<file path="config.mk">
export PLATFORM = sky130hd
export DESIGN_NAME = system_bus_interconnect
export DESIGN_NICKNAME = d
export VERILOG_FILES = /design/src/rtl/system_bus_interconnect.sv
export SDC_FILE = /design/constraint.sdc
export NUM_CORES = 1
export LEC_CHECK = 0
export ABC_AREA = 0
export CORE_MARGIN = 4
export CORE_UTILIZATION = 36
export DETAILED_ROUTE_END_ITERATION = 8
export PLACE_DENSITY = 0.76
export SLEW_MARGIN = 20
export SYNTH_ARGS = -nofsm -noshare
export SYNTH_HDL_FRONTEND = slang
export SYNTH_SLANG_ARGS = --single-unit
</file>
<file path="constraint.sdc">
create_clock -name clk -period 2.25 [get_ports clk]
set_clock_uncertainty 0.2 [all_clocks]
set_input_delay 0.45 -clock clk [delete_from_list [all_inputs] [get_ports clk]]
set_output_delay 0.45 -clock clk [all_outputs]
set_load 0.1 [all_outputs]
</file>
<file path="src/rtl/system_bus_interconnect.sv">
// Single-master, N-slave memory-mapped bus interconnect.
// Each access is decoded against per-slave base/mask regions. When regions
// overlap, the lowest slave index wins. The access goes to one slave with a
// req/ack handshake. Unmapped addresses and slaves that do not answer in time
// complete with an error. All master-side outputs are registered.
module system_bus_interconnect #(
    parameter int NUM_SLAVES = 2,
    parameter int ADDR_W     = 32,
    parameter int DATA_W     = 32,
    parameter logic [NUM_SLAVES*ADDR_W-1:0] REGION_BASE = {32'h00000000, 32'hFF000000},
    parameter logic [NUM_SLAVES*ADDR_W-1:0] REGION_MASK = {32'h00000000, 32'hFF000000},
    parameter int TIMEOUT_CYCLES = 16
) (
    input  logic                         clk,
    input  logic                         reset,
    input  logic                         m_req,
    input  logic                         m_we,
    input  logic [ADDR_W-1:0]            m_addr,
    input  logic [DATA_W-1:0]            m_wdata,
    input  logic [DATA_W/8-1:0]          m_be,
    output logic                         m_ack,
    output logic                         m_err,
    output logic [DATA_W-1:0]            m_rdata,
    output logic                         busy,
    output logic [15:0]                  err_count,
    output logic [NUM_SLAVES-1:0]        s_req,
    output logic                         s_we,
    output logic [ADDR_W-1:0]            s_addr,
    output logic [DATA_W-1:0]            s_wdata,
    output logic [DATA_W/8-1:0]          s_be,
    input  logic [NUM_SLAVES-1:0]        s_ack,
    input  logic [NUM_SLAVES*DATA_W-1:0] s_rdata
);

    // A timeout of 0 disables the counter; keep it one bit wide so it still exists.
    localparam int CNT_W     = (TIMEOUT_CYCLES > 0) ? $clog2(TIMEOUT_CYCLES + 1) : 1;
    localparam int TMO_LAST_I = (TIMEOUT_CYCLES > 0) ? TIMEOUT_CYCLES - 1 : 0;
    localparam logic [CNT_W-1:0] TMO_LAST = TMO_LAST_I[CNT_W-1:0];

    typedef enum logic [1:0] {IDLE, ACCESS, RESP, ERR} state_t;

    state_t                  state;
    logic [CNT_W-1:0]        tmo_cnt;
    logic [NUM_SLAVES-1:0]   hit_vec;
    logic                    hit;
    logic                    sel_ack;
    logic [DATA_W-1:0]       sel_rdata;

    // Parallel region decode; scanning from the top down leaves the lowest matching index.
    always_comb begin
        hit_vec = '0;
        hit     = 1'b0;
        for (int i = NUM_SLAVES - 1; i >= 0; i--) begin
            if ((m_addr & REGION_MASK[i*ADDR_W +: ADDR_W]) == REGION_BASE[i*ADDR_W +: ADDR_W]) begin
                hit_vec    = '0;
                hit_vec[i] = 1'b1;
                hit        = 1'b1;
            end
        end
    end

    // The one-hot s_req selects the honoured ack and the returned read-data slice.
    always_comb begin
        sel_ack   = |(s_ack & s_req);
        sel_rdata = '0;
        for (int i = 0; i < NUM_SLAVES; i++) begin
            if (s_req[i]) begin
                sel_rdata = sel_rdata | s_rdata[i*DATA_W +: DATA_W];
            end
        end
    end

    // Transaction FSM with registered master and slave side outputs.
    always_ff @(posedge clk) begin
        if (reset) begin
            state     <= IDLE;
            tmo_cnt   <= '0;
            m_ack     <= 1'b0;
            m_err     <= 1'b0;
            m_rdata   <= '0;
            busy      <= 1'b0;
            err_count <= '0;
            s_req     <= '0;
            s_we      <= 1'b0;
            s_addr    <= '0;
            s_wdata   <= '0;
            s_be      <= '0;
        end else begin
            m_ack <= 1'b0;
            m_err <= 1'b0;
            case (state)
                IDLE: begin
                    if (m_req) begin
                        s_we    <= m_we;
                        s_addr  <= m_addr;
                        s_wdata <= m_wdata;
                        s_be    <= m_be;
                        busy    <= 1'b1;
                        if (hit) begin
                            s_req   <= hit_vec;
                            tmo_cnt <= '0;
                            state   <= ACCESS;
                        end else begin
                            m_ack   <= 1'b1;
                            m_err   <= 1'b1;
                            m_rdata <= '0;
                            if (err_count != 16'hFFFF) err_count <= err_count + 16'd1;
                            state   <= ERR;
                        end
                    end
                end
                ACCESS: begin
                    // An ack arriving on the expiry cycle still completes normally.
                    if (sel_ack) begin
                        m_rdata <= s_we ? '0 : sel_rdata;
                        m_ack   <= 1'b1;
                        s_req   <= '0;
                        state   <= RESP;
                    end else if ((TIMEOUT_CYCLES != 0) && (tmo_cnt == TMO_LAST)) begin
                        m_ack   <= 1'b1;
                        m_err   <= 1'b1;
                        m_rdata <= '0;
                        s_req   <= '0;
                        if (err_count != 16'hFFFF) err_count <= err_count + 16'd1;
                        state   <= ERR;
                    end else begin
                        tmo_cnt <= tmo_cnt + CNT_W'(1);
                    end
                end
                RESP, ERR: begin
                    busy  <= 1'b0;
                    state <= IDLE;
                end
                default: begin
                    busy  <= 1'b0;
                    s_req <= '0;
                    state <= IDLE;
                end
            endcase
        end
    end

endmodule

</file>
==> impl_metrics.ini <==
[layout]
fill_cells = 1230
antenna_cells = 0
drive_gt1_frac = 0.262
postLayoutCellArea_um2 = 8530
area_delta_synth_final_pct = 66.1
fin_cells = 1065
nNetsFinal = 1015

[route]
drt_iter0_markers = 252
wl_mm = 16.0
drc = 0
drt-pass1-iter-count = 4
routedWlPerCell_um = 15.0
num_vias = 5247
antenna_left = 0
vias_per_cell = 4.93

[floorplanning]
die_y_um = 127
initial_core_util = 0.369
core_area_um2 = 13900
io_pins = 260
die_area_um2 = 16200
rows = 43
die_w_um = 127

[clock_network]
clk_pin_slew_ps = 50
cts_buffers = 17
cts_tree = yes
clock_sinks = 129
cts_hold_buffers = 0
clock_latency_ps = 410
cts.path.max_buffers = 2
cts-htree-levels = 4
root_buffer = clkbuf_16

[setup_path]
r2r_start = tmo_cnt[1]
r2r_slack_ps = -10
path_class = reg2reg
r2r_end = err_count[9]
worstPathRequired_ps = 2340
reg2reg_depth = 7
cp-end-kind = flop
worstPathArrival_ps = 2350
path_max_fanout = 4
worstSetupStartpointType = flop
critPathLaunch = tmo_cnt[1]

[pwr]
max-vdd-ir-drop_mv = 0.590
combPwrFrac = 0.209
p_total_mw = 6.54
leakage_nw = 3.48
power_density_nw_per_um2 = 767
power_frac_seq = 0.369
power_frac_clock = 0.422
p_sw_mw = 1.93
p_int_mw = 4.61
p_sw_frac = 0.295

[synthesis]
yosys_most_used_dff = dfxtp_1
yosysSeqAreaShare = 0.503
synth_area_um2 = 5140
ys_ff_latch = 129
ys_async_sr_fraction = 0
synth.net_count = 749
yosysMostFrequentCell = nand2_1
ys_top_cells_by_count = 148 x nand2_1, 129 x dfxtp_1, 87 x a21oi_1, 45 x nor2_1, 40 x clkbuf_1
synth.distinct_cells = 42
synth_top_area_share = 0.503
synth_top_cell_by_area = dfxtp_1
syn_area_per_cell_um2 = 8.46
synth_edf_count = 0
yosys-top-cells-area = dfxtp_1 50%, nand2_1 11%, a21oi_1 8.5%
synthCells = 607
yosys_warnings = 0

[status]
violations = setup timing
status = complete, but fails checks

[place]
hpwl_mm = 11.6
pre_cts_slack_ps = -218
dp_cells = 1031
dpl_cell_area_um2 = 7880
place_congestion = 0.786
portBuffers = 259

[worst_hold_path]
whs_endpoint = m_rdata[20]
hp-class = in2reg
hold-path-cell-count = 2
holdCritStartpoint = reset

[grt]
antenna_found_initial = 0
grt_usage = 0.192
gr-total-overflow = 0
grt_pass1_vias = 5121
grt_max_degree = 58
grt_pass1_wl_mm = 25.2

[timing]
finalMaxSlewViolations = 0
final.setup.worst_slack_ps = -11.5
min_period_ps = 2260
rsz0062_at_grt = true
fin_crit_sh = 1.01
hold_violations = 0
setup_viol = 2
slew-limit-headroom = 0.580
max_freq_ghz = 0.442
fin_setup_tns_ps = -22.6
max_slew.worst_pin.slew_ps = 625

[run]
cap_violations = 0
==> stage by stage <==
step                 util  hold slack, ps
global route        0.612             252
global placement    0.566             242
CTS                 0.610             232
finish              0.612             247
detailed placement  0.566             247
floorplan               -             263
==> flip-flops by register name, summed over array words and instances (netlist names) <==
signal / flops
m_rdata: 32
s_addr: 32
s_wdata: 32
err_count: 16
tmo_cnt: 5
s_be: 4
s_req: 2
state: 2
busy: 1
m_ack: 1
m_err: 1
s_we: 1
==> worst max-delay path by stage <==
stage	end	slack, ps
2_1_floorplan	err_count[13]	3
3_3_place_gp	err_count[11]	-190
3_5_place_dp	err_count[5]	-220
4_1_cts	err_count[7]	-20
5_1_grt	err_count[9]	-130
6_report	err_count[9]	-10
==> layout by cell type, fill, tap and decap left out, drive strengths merged, types with 2 or more instances in the layout <==
cell,instances
and2,2
mux2,5
nand4,8
o31ai,9
o21ai,6
a22o,33
nor3,5
nand2,148
nor3b,2
ha,4
inv,8
nand3,4
a21oi,87
dfxtp,129
buf,157
clkbuf,23
nor4,4
nand3b,2
clkinv,2
bufinv,3
or3b,2
a22oi,33
nor2b,4
nor4b,2
or3,2
and3,3
or4,9
clkdlybuf4s50,136
nor2,45
==> critical path, cell delays in order, from the launching register on <==
cell and delay [ps]:
dfxtp_2 350, ha_4 130, and3_4 190, ha_4 120
and3b_2 210, nand4_1 180, nor4b_1 400, mux2_2 370
==> routing by layer <==
layer	part of all wire	global-route usage	vias up
li1	-	-	2654
met1	0.41	0.221	2404
met2	0.49	0.329	168
met3	0.080	0.0698	21
met4	0.017	0.0688	0
met5	0	0	-
==> cell type report <==
| class | count | area [um^2] | share of cell area |
|---|---|---|---|
| multi-input combinational | 426 | 2410 | 0.283 |
| sequential | 129 | 2640 | 0.309 |
| timing repair buffer | 293 | 2640 | 0.309 |
| clock buffer | 23 | 468 | 0.0548 |
| inverter | 6 | 22.5 | 0.00264 |
| clock inverter | 8 | 128 | 0.0150 |
| tap | 180 | 225 | 0.0264 |
==> cells by family (layout without fill, tap and decap cells) <==
family	Yosys count	count (layout)	share of synthesized area
fa+ha+maj	4	4	0.00974
flops	129	129	0.503
buf+inv	52	330	0.0424
simple gates	245	245	0.217
compound gates	171	171	0.215
mux	6	6	0.0129
==> power groups by stage <==
stage	clock network (mW)	registers, mW	logic [mW]
5_1_grt	2.94	2.42	1.44
3_3_place_gp	0	2.46	1.37
2_1_floorplan	0	3.07	0.266
4_1_cts	2.84	2.41	1.38
3_5_place_dp	0	2.46	1.38
6_report	2.76	2.41	1.37
==> repair_timing <==
action | in CTS | in global routing
setup buffers | 2 | 1
resized for setup | 1 | 6
pin swaps | 6 | 3
endpoints found under the setup margin | 8 | 10
Power figures use the tool's default switching activity.
